## src/rtl/id_ex_stage.sv

```systemverilog
// id_ex_stage: ID/EX pipeline register with write-back bypass, load-use bubble insertion and bubble counter
module id_ex_stage #(
    parameter int DWIDTH = 32,
    parameter int AWIDTH = 5
) (
    input  logic              r_clk,
    input  logic              r_rst,
    input  logic              id_valid,
    input  logic [AWIDTH-1:0] id_rs_addr,
    input  logic [AWIDTH-1:0] id_rt_addr,
    input  logic [AWIDTH-1:0] id_rd_addr,
    input  logic [DWIDTH-1:0] id_rs_data,
    input  logic [DWIDTH-1:0] id_rt_data,
    input  logic [15:0]       id_imm,
    input  logic              id_reg_wr,
    input  logic              id_mem_rd,
    input  logic              id_mem_wr,
    input  logic              id_alu_src,
    input  logic [3:0]        id_alu_op,
    input  logic              wb_wr_en,
    input  logic [AWIDTH-1:0] wb_addr,
    input  logic [DWIDTH-1:0] wb_data,
    input  logic              stall,
    input  logic              flush,
    output logic              stall_req,
    output logic              ex_valid,
    output logic [DWIDTH-1:0] ex_rs_data,
    output logic [DWIDTH-1:0] ex_rt_data,
    output logic [AWIDTH-1:0] ex_rs_addr,
    output logic [AWIDTH-1:0] ex_rt_addr,
    output logic [AWIDTH-1:0] ex_rd_addr,
    output logic [DWIDTH-1:0] ex_imm,
    output logic              ex_reg_wr,
    output logic              ex_mem_rd,
    output logic              ex_mem_wr,
    output logic              ex_alu_src,
    output logic [3:0]        ex_alu_op,
    output logic [15:0]       bubble_cnt
);
    logic              hz;
    logic [DWIDTH-1:0] rs_eff;
    logic [DWIDTH-1:0] rt_eff;
    logic [DWIDTH-1:0] imm_ext;

    // Same-cycle write-back bypass (register 0 included), immediate sign extension and load-use detection
    always_comb begin
        rs_eff    = (wb_wr_en && wb_addr == id_rs_addr) ? wb_data : id_rs_data;
        rt_eff    = (wb_wr_en && wb_addr == id_rt_addr) ? wb_data : id_rt_data;
        imm_ext   = {{(DWIDTH-16){id_imm[15]}}, id_imm};
        hz        = id_valid & ex_valid & ex_mem_rd & ex_reg_wr &
                    (ex_rd_addr == id_rs_addr | ex_rd_addr == id_rt_addr);
        stall_req = hz & ~flush;
    end

    // Pipeline register: flush kills, stall holds, hazard inserts a counted bubble, otherwise load
    always_ff @(posedge r_clk or negedge r_rst) begin
        if (!r_rst) begin
            ex_valid   <= 1'b0;
            ex_rs_data <= '0;
            ex_rt_data <= '0;
            ex_rs_addr <= '0;
            ex_rt_addr <= '0;
            ex_rd_addr <= '0;
            ex_imm     <= '0;
            ex_reg_wr  <= 1'b0;
            ex_mem_rd  <= 1'b0;
            ex_mem_wr  <= 1'b0;
            ex_alu_src <= 1'b0;
            ex_alu_op  <= '0;
            bubble_cnt <= '0;
        end else if (flush) begin
            ex_valid  <= 1'b0;
            ex_reg_wr <= 1'b0;
            ex_mem_rd <= 1'b0;
            ex_mem_wr <= 1'b0;
        end else if (!stall) begin
            if (hz) begin
                ex_valid   <= 1'b0;
                ex_reg_wr  <= 1'b0;
                ex_mem_rd  <= 1'b0;
                ex_mem_wr  <= 1'b0;
                ex_alu_src <= 1'b0;
                if (bubble_cnt != 16'hFFFF) bubble_cnt <= bubble_cnt + 16'd1;
            end else begin
                ex_valid   <= id_valid;
                ex_rs_data <= rs_eff;
                ex_rt_data <= rt_eff;
                ex_rs_addr <= id_rs_addr;
                ex_rt_addr <= id_rt_addr;
                ex_rd_addr <= id_rd_addr;
                ex_imm     <= imm_ext;
                ex_reg_wr  <= id_reg_wr & id_valid;
                ex_mem_rd  <= id_mem_rd & id_valid;
                ex_mem_wr  <= id_mem_wr & id_valid;
                ex_alu_src <= id_alu_src;
                ex_alu_op  <= id_alu_op;
            end
        end
    end
endmodule
```

## config.mk

```make
export PLATFORM = sky130hd
export DESIGN_NAME = id_ex_stage
export DESIGN_NICKNAME = d
export VERILOG_FILES = /design/src/rtl/id_ex_stage.sv
export SDC_FILE = /design/constraint.sdc
export NUM_CORES = 1
export LEC_CHECK = 0
export BUFFER_PORTS_ARGS = -buffer_cell sky130_fd_sc_hd__buf_2
export CAP_MARGIN = 20
export CORE_ASPECT_RATIO = 2
export CORE_UTILIZATION = 35
export CTS_CLUSTER_DIAMETER = 80
export CTS_CLUSTER_SIZE = 28
export DETAILED_ROUTE_END_ITERATION = 8
export PLACE_DENSITY = 0.7
export REMOVE_ABC_BUFFERS = 1
export SLEW_MARGIN = 10
export SYNTH_ARGS = -nofsm -noshare
export SYNTH_HDL_FRONTEND = slang
export SYNTH_SLANG_ARGS = --single-unit
```

## constraint.sdc

```tcl
create_clock -name r_clk -period 1.9 [get_ports r_clk]
set_input_delay 0.19 -clock r_clk [delete_from_list [all_inputs] [get_ports r_clk]]
set_output_delay 0.19 -clock r_clk [all_outputs]
set_load 0.005 [all_outputs]
```

* After elaboration in Yosys (flattened, before gate mapping)
Index checks and enable logic that the tools add are counted.
** Storage, ports and cells
- Flip-flop bits (word level) :: 120
- Latch bits :: 0
- Memory bits (writable) :: 0
- ROM bits :: 0
- Input port bits :: 146
- Memories kept :: 0
** Cells by class
- Add/sub/neg operators :: 1
- $mul :: 0
- Div/mod/pow operators :: 0
- Magnitude comparators :: 0
- Eq/ne operators :: 6
- Shift-type cells :: 0
- Mux-type cells :: 15
- Bitwise operators :: 12
- Reductions and logical operators :: 5
** Operator list (number)
- $mux 32 :: 2
- $eq 5x5->1 :: 4
- $add 16x1->16 const B :: 1
- $ne 16x16->1 const B :: 1
- $mux 1 :: 13
- $and 1x1->1 :: 8
- $reduce_and 4->1 :: 1
- $not 1->1 :: 3
- $reduce_and 3->1 :: 1
- $logic_and 1x1->1 :: 2
- $ne 2x1->1 const B :: 1
- $reduce_and 2->1 :: 1
- $or 1x1->1 :: 1

* Longest topological paths before layout
Gate-level depths: netlist of the first run.
- Word-level depth :: 7
- Gate-level depth with buffers :: 9
- Mapped depth without buffers :: 7

* Least setup slack after synthesis of the first run
Ideal clock, no wire load.
- Path type :: register to register
- Start point :: reg ex_rd_addr[4]
- End point :: reg bubble_cnt[1]
- Library setup time :: 0.125 ns
- Data arrival time :: 1.914 ns
- Path slack :: -0.139 ns
- Stages on the path, launching flop included :: 7
- Clock period less this slack :: 2.039 ns
- Cell sequence :: dfrtp_1 xor2_1 or4_4 nor3_4 nor2_2 or2_1 mux2_4
** Between the ends
- Word-level cells in the longest chain between the ends :: 4
- Elaborated cells on any way between the ends :: 5
- Those cells by class :: eq/ne: 2; bitwise: 2; reduce/logical: 1
** RTL lines
- start, declared :: line 31 : output logic [AWIDTH-1:0] ex_rd_addr,
- start signal, assigned :: line 90 : ex_rd_addr <= id_rd_addr;
- $eq 5x5->1 :: line 51 : (ex_rd_addr == id_rs_addr | ex_rd_addr == id_rt_addr);
- $or 1x1->1 * :: line 51
- $and 1x1->1 * :: line 50 : hz = id_valid & ex_valid & ex_mem_rd & ex_reg_wr &
- $reduce_and 4->1 (no source line) *
- end signal, assigned :: line 83 : if (bubble_cnt != 16'hFFFF) bubble_cnt <= bubble_cnt + 16'd1;
- end, declared :: line 38 : output logic [15:0] bubble_cnt
Mark *: on every way between the ends. The rest lies on a longest branch, timed or not.
A chain may end at the register's enable or synchronous reset.

* Worst setup path after layout of the first run
- Start point :: reg ex_rd_addr[3]
- End point :: out stall_req
** Between the ends
- Word-level cells in the longest chain between the ends :: 4
- Elaborated cells on any way between the ends :: 5
- Those cells by class :: eq/ne: 2; bitwise: 3
** RTL lines
- $eq 5x5->1 :: line 51
- $or 1x1->1 * :: line 51
- $and 1x1->1 * :: line 50
- $and 1x1->1 * :: line 52 : stall_req = hz & ~flush;
- end, declared :: line 25 : output logic stall_req,
Marks and branches as above.

==> results.md, run 1 <==
* FF-to-FF Start: ex_rd_addr[0]
* CP endpoint kind: primary output
* Clock Tree Buf Depth at 2
* Final hold viol count at 0
* Crit path largest cell delay at roughly 0.40 ns
* Rel. slew slack at 0.533
* Pint at approximately 6100 uW
* Outcome: complete, but fails checks
* DP Worst Slack at -0.197 ns
* Number of vias in the routed layout at a little over 5000
* Data required, critical path at approximately 1.7 ns
* Cell Area, Synth at 5780 um^2
* Layout Cells excl Fill at between 1000 and 1500
* Cell mode on critical path: buf_6
* Netlist cell types at 35
* Worst R2R End: ex_rd_addr[3]
* Clock slew at reported path FFs at approximately 0.050 ns
* Failing checks: negative setup slack
* Starting Density at 0.357
* Mapped Cells at just under 500
* Max_cap viols at 0
* Wire per inst at roughly 18 um
* DRT iter0 DRCs at 140
* First-pass GRT wire length at 25.0 mm
* Die area at approximately 17000 um^2
* Clock share of power at 0.417
* DRC Markers at 0
* Initial antenna violation count at 2
* Congestion Overflow GR at 0
* FFs w/ async S/R, synth at 1.00
* Avg Cell Area, Syn at 11.8 um^2
* WS Path Type: flop to primary output
* Cell breakdown of the critical path: buf_6 > xnor2_1 > nand4_1 > nor3_4 > buf_6 > nor2_4 > buf_6 > nor2_1 > buf_2
* Vias per cell at just under 5
* PD cells at about 850 nW/um^2
* Die width at between 90 and 100 um
* Reg power frac at 0.375
* Worst-skew pair later-pin latency at ~0.41 ns
* Routability congestion estimate at approximately 0.83
* Worst reg2reg path depth at 8
* Number of global-route vias before repair at ~4800
* Site row count at 66
* P_sw at approximately 2200 uW
* VDD IR max at 583 uV
* Final #Nets at 990
* Port Buffers at 282
* Lkg Pwr at roughly 0.0045 uW
* Type of the worst min-delay path: primary input to flop
* Register-to-register setup slack at -0.33 ns
* Most used DFF post-synth: dfrtp_1
* Filler cells at between 1000 and 1500
* Setup Skew at around 0.0096 ns
* Clk sink count at 120
* Synthesis-to-finish area growth at 69.5%
* HPWL Detailed at approximately 12 mm
* Period Utilization, post-route at 1.20
* Tot GR Track Use at 0.196
* Critical path arrival at approximately 2.1 ns
* Unrepaired setup endpoints after global routing: true
* Worst hold margin at 0.0272 ns
* Yosys Warn Count at 0
* Worst Tran Pin Value at ~0.7 ns
* Core Util, Final at 0.606
* Post-synth EDFFs at 0
* Clk root buf: clkbuf_16
* Final setup margin at -0.386 ns
* Critical Path Start: ex_rd_addr[3]
* Critical path peak fanout at 3
* Share of cells above drive strength 1 at 0.643
* Slew Limit Fails at 0
* Largest net degree at the start of global routing at 121
* CORE AREA at around 16000 um^2
* Critical path depth at 9
* Setup violations, final at 121
* Crit path capture: stall_req
* WP buf/inv at 4
* Post-route ant nets at 0
* Crit-path slowest cell: dfrtp_1
* Max Freq at roughly 440 MHz
* Num CTS Buffers at 17
* Placed cell count at roughly 970
* # H-tree levels at 4
* Register area share after synthesis at 0.519
* Number of detailed-route iterations in the first pass at 4
* Switching share of total power at 0.263
* Logic pwr share at 0.208
* CP startpoint kind: flop
* Die H at roughly 180 um
* I/O pin count at ~280
* CP top delay family: simple AND/OR/NAND/NOR gates
* Register bit count reported by yosys at between 100 and 150
* Routed WL at 19.3 mm
* Tmin final at roughly 2.3 ns
* CTS tree: done
[worst min path at each step]
stage,start,endpoint,slack (ns),depth (start not counted)
after floorplan,r_rst,bubble_cnt[0],-0.11,0
final,id_imm[5],ex_imm[5],0.03,2
after detailed placement,r_rst,ex_rs_addr[3],0.34,2
after global placement,r_rst,ex_rt_addr[3],0.34,2
after global routing,id_imm[5],ex_imm[5],0.02,2
after CTS,id_imm[5],ex_imm[5],0.005,2
[cell usage after synthesis, types with 4 or more instances]
master | count | area, um^2
a21oi_1 | 65 | 325
buf_2 | 9 | 45.0
buf_4 | 16 | 120
buf_6 | 11 | 124
clkbuf_1 | 7 | 26.3
dfrtp_1 | 120 | 3000
mux2_4 | 36 | 541
mux2i_1 | 64 | 641
nand2_1 | 9 | 33.8
nand3_1 | 5 | 25.0
nand4_1 | 5 | 31.3
nor2_1 | 75 | 282
nor3_1 | 4 | 20.0
xnor2_1 | 10 | 87.6
xor2_1 | 25 | 219
[power groups by stage]
| stage | registers, uW | logic, uW | clock network [uW] |
|---|---|---|---|
| 3_3_place_gp | 3060 | 1290 | 0 |
| 6_report | 3120 | 1730 | 3470 |
| 5_1_grt | 3150 | 1850 | 3650 |
| 4_1_cts | 3030 | 1380 | 3540 |
| 3_5_place_dp | 3070 | 1310 | 0 |
| 2_1_floorplan | 3110 | 566 | 0 |
[final cells by class]
cell class | instances | area (um^2) | share of cell area
timing repair buffer | 375 | 2700 | 0.276
sequential | 120 | 3000 | 0.306
clock buffer | 20 | 467 | 0.0476
tap | 204 | 255 | 0.0260
antenna | 1 | 2.50 | 0.000255
inverter | 3 | 11.3 | 0.00115
multi-input combinational | 326 | 3190 | 0.325
clock inverter | 11 | 171 | 0.0175
[cell families after synthesis]
kind of cell             count (synthesis)  synth area share
flip-flops                             120             0.519
AND/OR/NAND/NOR                        120             0.101
adder cells (fa/ha/maj)                  1           0.00216
AO/OA/AOI/OAI                           70            0.0636
multiplexers                           100             0.204
buffers and inverters                   46            0.0565
XOR/XNOR                                35            0.0530
[routing by layer]
layer,part of all wire,GRT usage,vias up
met3,0.041,0.0401,49
met4,0.039,0.108,2
li1,-,-,2401
met5,0.00067,0,-
met2,0.56,0.356,170
met1,0.36,0.207,2522
[metrics by stage]
stage                     setup TNS, ns  cell area (um^2)  power, uW
after floorplan                 -967.05              5470       3680
after global placement            -9.69              7510       4350
after detailed placement         -13.33              7510       4380
after CTS                        -34.44              8600       7960
after global routing             -41.45              9800       8650
final                            -30.78              9800       8310
[sequential cells by signal, summed over array words and instances (netlist names)]
register	flops
ex_rs_addr	5
ex_alu_src	1
ex_reg_wr	1
bubble_cnt	16
ex_imm	16
ex_rt_data	32
ex_rt_addr	5
ex_alu_op	4
ex_rs_data	32
ex_valid	1
ex_mem_wr	1
ex_mem_rd	1
ex_rd_addr	5
[layout by cell type (no fill, tap or decap), drive strengths merged, types with 3 or more instances in the layout]
| cell type | n |
|---|---|
| nand4 | 5 |
| buf | 339 |
| xor2 | 25 |
| dfrtp | 120 |
| nor2 | 76 |
| bufinv | 4 |
| xnor2 | 10 |
| nor3 | 7 |
| a21oi | 65 |
| nor4 | 5 |
| a32oi | 3 |
| clkbuf | 32 |
| clkinvlp | 5 |
| mux2 | 36 |
| dlygate4sd3 | 24 |
| nand2 | 9 |
| and3 | 3 |
| inv | 3 |
| mux2i | 64 |
| nand3 | 5 |
[repair_timing]
action,in CTS,in global routing
gates cloned,2,14
hold endpoints to repair,143,0
hold buffers,24,0
pin swaps,23,20
buffers inserted,5,14
endpoints found under the setup margin,116,121
resized for setup,27,196
No activity file was read; power rests on OpenSTA's default activity.
==> run 2, diff against run 1 <==
- REMOVE_ABC_BUFFERS: 1 -> unset
==> run 2 against run 1 <==
Against the previous run:
- the run still ends with negative setup slack left
- first-iteration DRC count is 4.3% lower
- fmax grew 0.88%
- via count is 3.5% lower
- non-clock buffer count shrank 21
- sequential cell count is the same
- clock-buffer cell count increased by 3
- largest cell class is now flip-flops and latches
- highest routed layer is now met4
- critical path depth shrank 2
- hold slack worse by 0.0079 ns
- combinational power fell by 13%
==> results.md, run 2 (synthesis results as in run 1) <==
* HPWL Detailed at about 12 mm
* Crit-path slowest cell: or4_4
* Congestion Overflow GR at 0
* Vias per cell at 4.78
* Post-DP Area at approximately 7600 um^2
* Max_cap viols at 0
* CP top delay family: simple AND/OR/NAND/NOR gates
* CP endpoint kind: primary output
* Number of detailed-route iterations in the first pass at 4
* WP buf/inv at 2
* Site row count at 66
* CP startpoint kind: flop
* Lkg Pwr at 0.00433 uW
* Period Utilization, post-route at 1.19
* Die area at between 15000 and 20000 um^2
* Outcome: complete, but fails checks
* Clk root buf: clkbuf_16
* Rel. slew slack at 0.565
* Slew Limit Fails at 0
* CTS tree: done
* Initial antenna violation count at 1
* DRT iter0 DRCs at ~130
* Port Buffers at about 280
* Unrepaired setup endpoints after global routing: true
* Post-Route Setup TNS at -27.97 ns
* # H-tree levels at 4
* PD cells at between 800 and 900 nW/um^2
* Setup Skew at between 0.01 and 0.015 ns
* I/O pin count at ~280
* VDD IR max at 609 uV
* WS Path Type: flop to primary output
* CORE AREA at between 15000 and 20000 um^2
* Clk sink count at 120
* Routed WL at around 18 mm
* Critical path arrival at roughly 2.1 ns
* Number of global-route vias before repair at 5058
* Crit path largest cell delay at 0.57 ns
* Die H at 184 um
* Max Freq at 441 MHz
* Type of the worst min-delay path: primary input to flop
* Tmin final at approximately 2.3 ns
* Post-route cell area at ~9100 um^2
* Final hold viol count at 0
* Clock slew at reported path FFs at approximately 0.060 ns
* Post-route ant nets at 0
* DRC Markers at 0
* Wire per inst at about 17 um
* Share of cells above drive strength 1 at 0.584
* Commonest non-fill, non-tap cell in the layout: buf_2
* Cell breakdown of the critical path: nand4_1 > or4_4 > nor3_4 > nor2_4 > buf_6 > nor2_2 > buf_2
* Largest net degree at the start of global routing at between 100 and 150
* Failing checks: negative setup slack
* Die width at approximately 93 um
* Starting Density at 0.357
* Synthesis-to-finish area growth at 57.7%
* Num CTS Buffers at 17
* Number of vias in the routed layout at about 5000
* Setup violations, final at ~120
* Syn Nets at 639
* Final setup margin at -0.366 ns
* Final #Nets at slightly below 1000
* Worst-skew pair later-pin latency at roughly 0.41 ns
* Data required, critical path at approximately 1.7 ns
* Commonest non-fill, non-tap cells in the layout: 282 x buf_2, 120 x dfrtp_1, 64 x mux2i_1, 51 x a21oi_1
* Critical path peak fanout at 2
* Top Registers: ex_rs_data x32, ex_rt_data x32
* First-pass GRT wire length at 25.8 mm
* Routability congestion estimate at roughly 0.82
* Tot GR Track Use at 0.201
* Clock Tree Buf Depth at 2
* Worst Tran Pin Value at 0.652 ns
-- run 2: changes by cell type in the layout (fill, tap and decap cells not counted), moves of 3 or more --
cell	previous run	this run
dlygate4sd3_1	24	8
clkinv_2	1	5
a21oi_1	22	51
clkbuf_16	29	22
a21oi_2	40	14
buf_4	24	29
clkbuf_1	0	3
clkinvlp_4	5	0
buf_6	13	10
a21oi_4	3	0
nor2_1	11	36
nor2_4	49	25
-- run 2: what timing repair did --
action                                  in CTS  in global routing
buffers inserted                             8                  5
endpoints found under the hold margin      127                  0
gates cloned                                 5                  6
hold buffers                                 8                  0
gates resized for setup                     27                 96
pin swaps                                   27                 14
endpoints found under the setup margin     120                121
-- run 2: worst paths after layout --
| kind | start | end | slack, ns | cells past startpoint |
|---|---|---|---|---|
| worst max register to register | ex_mem_rd | ex_alu_op[0] | -0.35 | 8 |
| worst min-delay path | id_rd_addr[4] | ex_rd_addr[4] | 0.02 | 2 |
| worst max-delay path | ex_mem_rd | stall_req | -0.37 | 7 |
| min in group asynchronous | r_rst | bubble_cnt[8] | 0.43 | 3 |
| max in group asynchronous | r_rst | ex_rs_data[18] | 0.98 | 3 |
| worst min register to register | ex_imm[7] | ex_imm[7] | 0.51 | 1 |
-- run 2: layer usage --
layer / wire [um] / vias to the layer above / global-route usage
li1: - / 2354 / -
met2: 10400 / 174 / 0.378
met4: 403 / 0 / 0.0948
met5: 0 / - / 0
met3: 852 / 23 / 0.0476
met1: 6330 / 2415 / 0.201
-- run 2: worst register-to-register path, cell delays in order (launching register included) --
cell	delay, ns
dfrtp_1	0.37
nand4_1	0.16
or4_4	0.57
nor3_4	0.21
buf_6	0.15
nor3_4	0.08
buf_12	0.17
clkbuf_16	0.15
mux2_4	0.29
-- run 2: report_power, final --
part	internal (uW)	total, uW	switching, uW
Combinational	842	1510	668
Sequential	2860	3060	206
Clock	2290	3400	1110
-- run 2: final cells by class --
type	count	area (um^2)
fillers	1398	7070
multi-input cells	326	2860
well taps	204	255
clock inverters	9	145
repair buffers	354	2360
inverters	3	11.3
flip-flops and latches	120	3000
diodes	1	2.50
clock buffers	23	478
-- run 2: stage by stage --
stage | power (uW) | util | worst slack [ns] | instances | hold WS [ns]
after global placement | 4350 | 0.470 | -0.152 | 977 | 0.335
after CTS | 7900 | 0.534 | -0.420 | 1029 | 0.0000535
final | 7980 | 0.563 | -0.366 | 1040 | 0.0192
after detailed placement | 4390 | 0.470 | -0.183 | 977 | 0.339
after floorplan | 3700 | - | -0.129 | 492 | -0.106
after global routing | 8330 | 0.563 | -0.451 | 1040 | 0.00280
==> run 3, diff against run 2 <==
- PLACE_DENSITY: 0.7 -> 0.74
==> run 3 against run 2 <==
Against the previous run:
- highest routed layer unchanged
- combinational power grew 11%
- via count grew 4.6%
- fmax grew 2.5%
- total power grew 0.60%
- the run still ends with negative setup slack left
- wire length grew 8.6%
- die area is the same
- clock power shrank 5%
==> results.md, run 3 (synthesis results as in run 1) <==
* Share of cells above drive strength 1 at 0.662
* Post-DP Area at just under 8000 um^2
* Max Freq at 452 MHz
* Clock Tree Buf Depth at 2
* Number of detailed-route iterations in the first pass at 4
* CP startpoint kind: flop
* Synthesis-to-finish area growth at 66.0%
* CTS tree: done
* Final hold viol count at 0
* Lkg Pwr at 0.00445 uW
* Clock slew at reported path FFs at 0.06 ns
* First-pass GRT wire length at 25.0 mm
* Setup violations, final at 120
* Final setup margin at -0.312 ns
* Rel. slew slack at 0.658
* CP endpoint kind: flop
* Routed WL at 19.5 mm
* Critical path peak fanout at 9
* Placed cell count at around 990
* Syn Nets at ~640
* Outcome: complete, but fails checks
* Tot GR Track Use at 0.194
* Post-route ant nets at 0
* PD cells at 836 nW/um^2
* DRT iter0 DRCs at approximately 100
* Largest net degree at the start of global routing at 50
* Worst hold margin at about 0.022 ns
* Routability congestion estimate at roughly 0.79
* Clk sink count at 120
* Tmin final at 2.21 ns
* Port Buffers at about 280
* Final #Nets at around 990
* HPWL Detailed at 12.9 mm
* Worst-skew pair later-pin latency at roughly 0.40 ns
* WS Path Type: flop to flop
* Congestion Overflow GR at 0
* Setup Skew at 0.0115 ns
* Commonest non-fill, non-tap cells in the layout: 282 x buf_2, 120 x dfrtp_1, 64 x mux2i_1, 44 x nor2_4, 42 x a21oi_2
* Number of global-route vias before repair at between 4000 and 5000
* Site row count at between 60 and 70
* Worst Tran Pin Value at 0.512 ns
* Unrepaired setup endpoints after global routing: true
* DRC Markers at 0
* # H-tree levels at 4
* Initial antenna violation count at 0
* Failing checks: negative setup slack
* Die width at a little over 90 um
* Top Registers: ex_rs_data x32, ex_rt_data x32
* Layout Cells excl Fill at about 1100
* Starting Density at 0.357
* Wire per inst at between 15 and 20 um
* Data required, critical path at 2.18 ns
* CORE AREA at 16200 um^2
* Period Utilization, post-route at 1.16
* Commonest non-fill, non-tap cell in the layout: buf_2
* Max_cap viols at 0
* Critical path arrival at 2.49 ns
* Num CTS Buffers at 17
* Post-route cell area at 9600 um^2
* Slew Limit Fails at 0
* Number of vias in the routed layout at just over 5000
* Ant diodes at 0
* Type of the worst min-delay path: primary input to flop
* VDD IR max at 610 uV
* Die H at about 180 um
* I/O pin count at between 200 and 300
* Vias per cell at a little under 5
* Filler cells at between 1000 and 1500
* Die area at 17100 um^2
* Clk root buf: clkbuf_16
* DP Worst Slack at -0.263 ns
run 3: worst paths after layout:
check / start / to / slack (ns) / depth (start not counted)
max: ex_rd_addr[3] / ex_rs_addr[0] / -0.31 / 8
min: id_imm[15] / ex_imm[15] / 0.02 / 2
max reg2reg: ex_rd_addr[3] / ex_rs_addr[0] / -0.31 / 8
min reg2reg: bubble_cnt[9] / bubble_cnt[9] / 0.50 / 1
max in group asynchronous: r_rst / ex_rs_data[16] / 1.05 / 3
min in group asynchronous: r_rst / ex_imm[11] / 0.25 / 2
run 3: power by group:
part / leakage (uW) / internal, uW / switching, uW / total [uW]
clock: 0.000287 / 2080 / 1150 / 3230
combinational: 0.00277 / 932 / 748 / 1680
sequential: 0.00139 / 2860 / 252 / 3110
run 3: routing by layer:
layer	vias up	GRT usage	wire length, um
met4	0	0.0843	502
met2	203	0.375	11100
met5	-	0	0
met3	30	0.0459	1030
met1	2580	0.190	6850
li1	2383	-	-
run 3: metrics by stage:
step	power (uW)	setup TNS (ns)	util
final	8020	-25.98	0.593
after global routing	8350	-35.93	0.593
after CTS	7720	-34.34	0.528
after detailed placement	4420	-17.41	0.478
after global placement	4380	-13.56	0.478
after floorplan	3700	-6.80	-
run 3: cell type report:
cell class / count / area (um^2) / share of cell area
Clock buffer: 18 / 439 / 0.0457
Clock inverter: 13 / 155 / 0.0162
Inverter: 3 / 11.3 / 0.00117
Multi-Input combinational cell: 326 / 3150 / 0.328
Sequential cell: 120 / 3000 / 0.313
Tap cell: 204 / 255 / 0.0266
Timing Repair Buffer: 370 / 2580 / 0.269
run 3: timing repair:
| action | in CTS | in global routing |
|---|---|---|
| gates cloned | 1 | 15 |
| gates resized for setup | 28 | 184 |
| endpoints found under the setup margin | 115 | 121 |
| buffers inserted | 5 | 10 |
| endpoints found under the hold margin | 24 | 0 |
| hold buffers | 2 | 0 |
| pin swaps | 19 | 28 |
run 3: critical path: stages (launching register included):
cell,delay (ns)
dfrtp_1,0.40
xor2_1,0.15
or4_4,0.53
nor3_4,0.20
buf_6,0.15
nor3_4,0.07
buf_8,0.16
buf_12,0.14
mux2_4,0.29
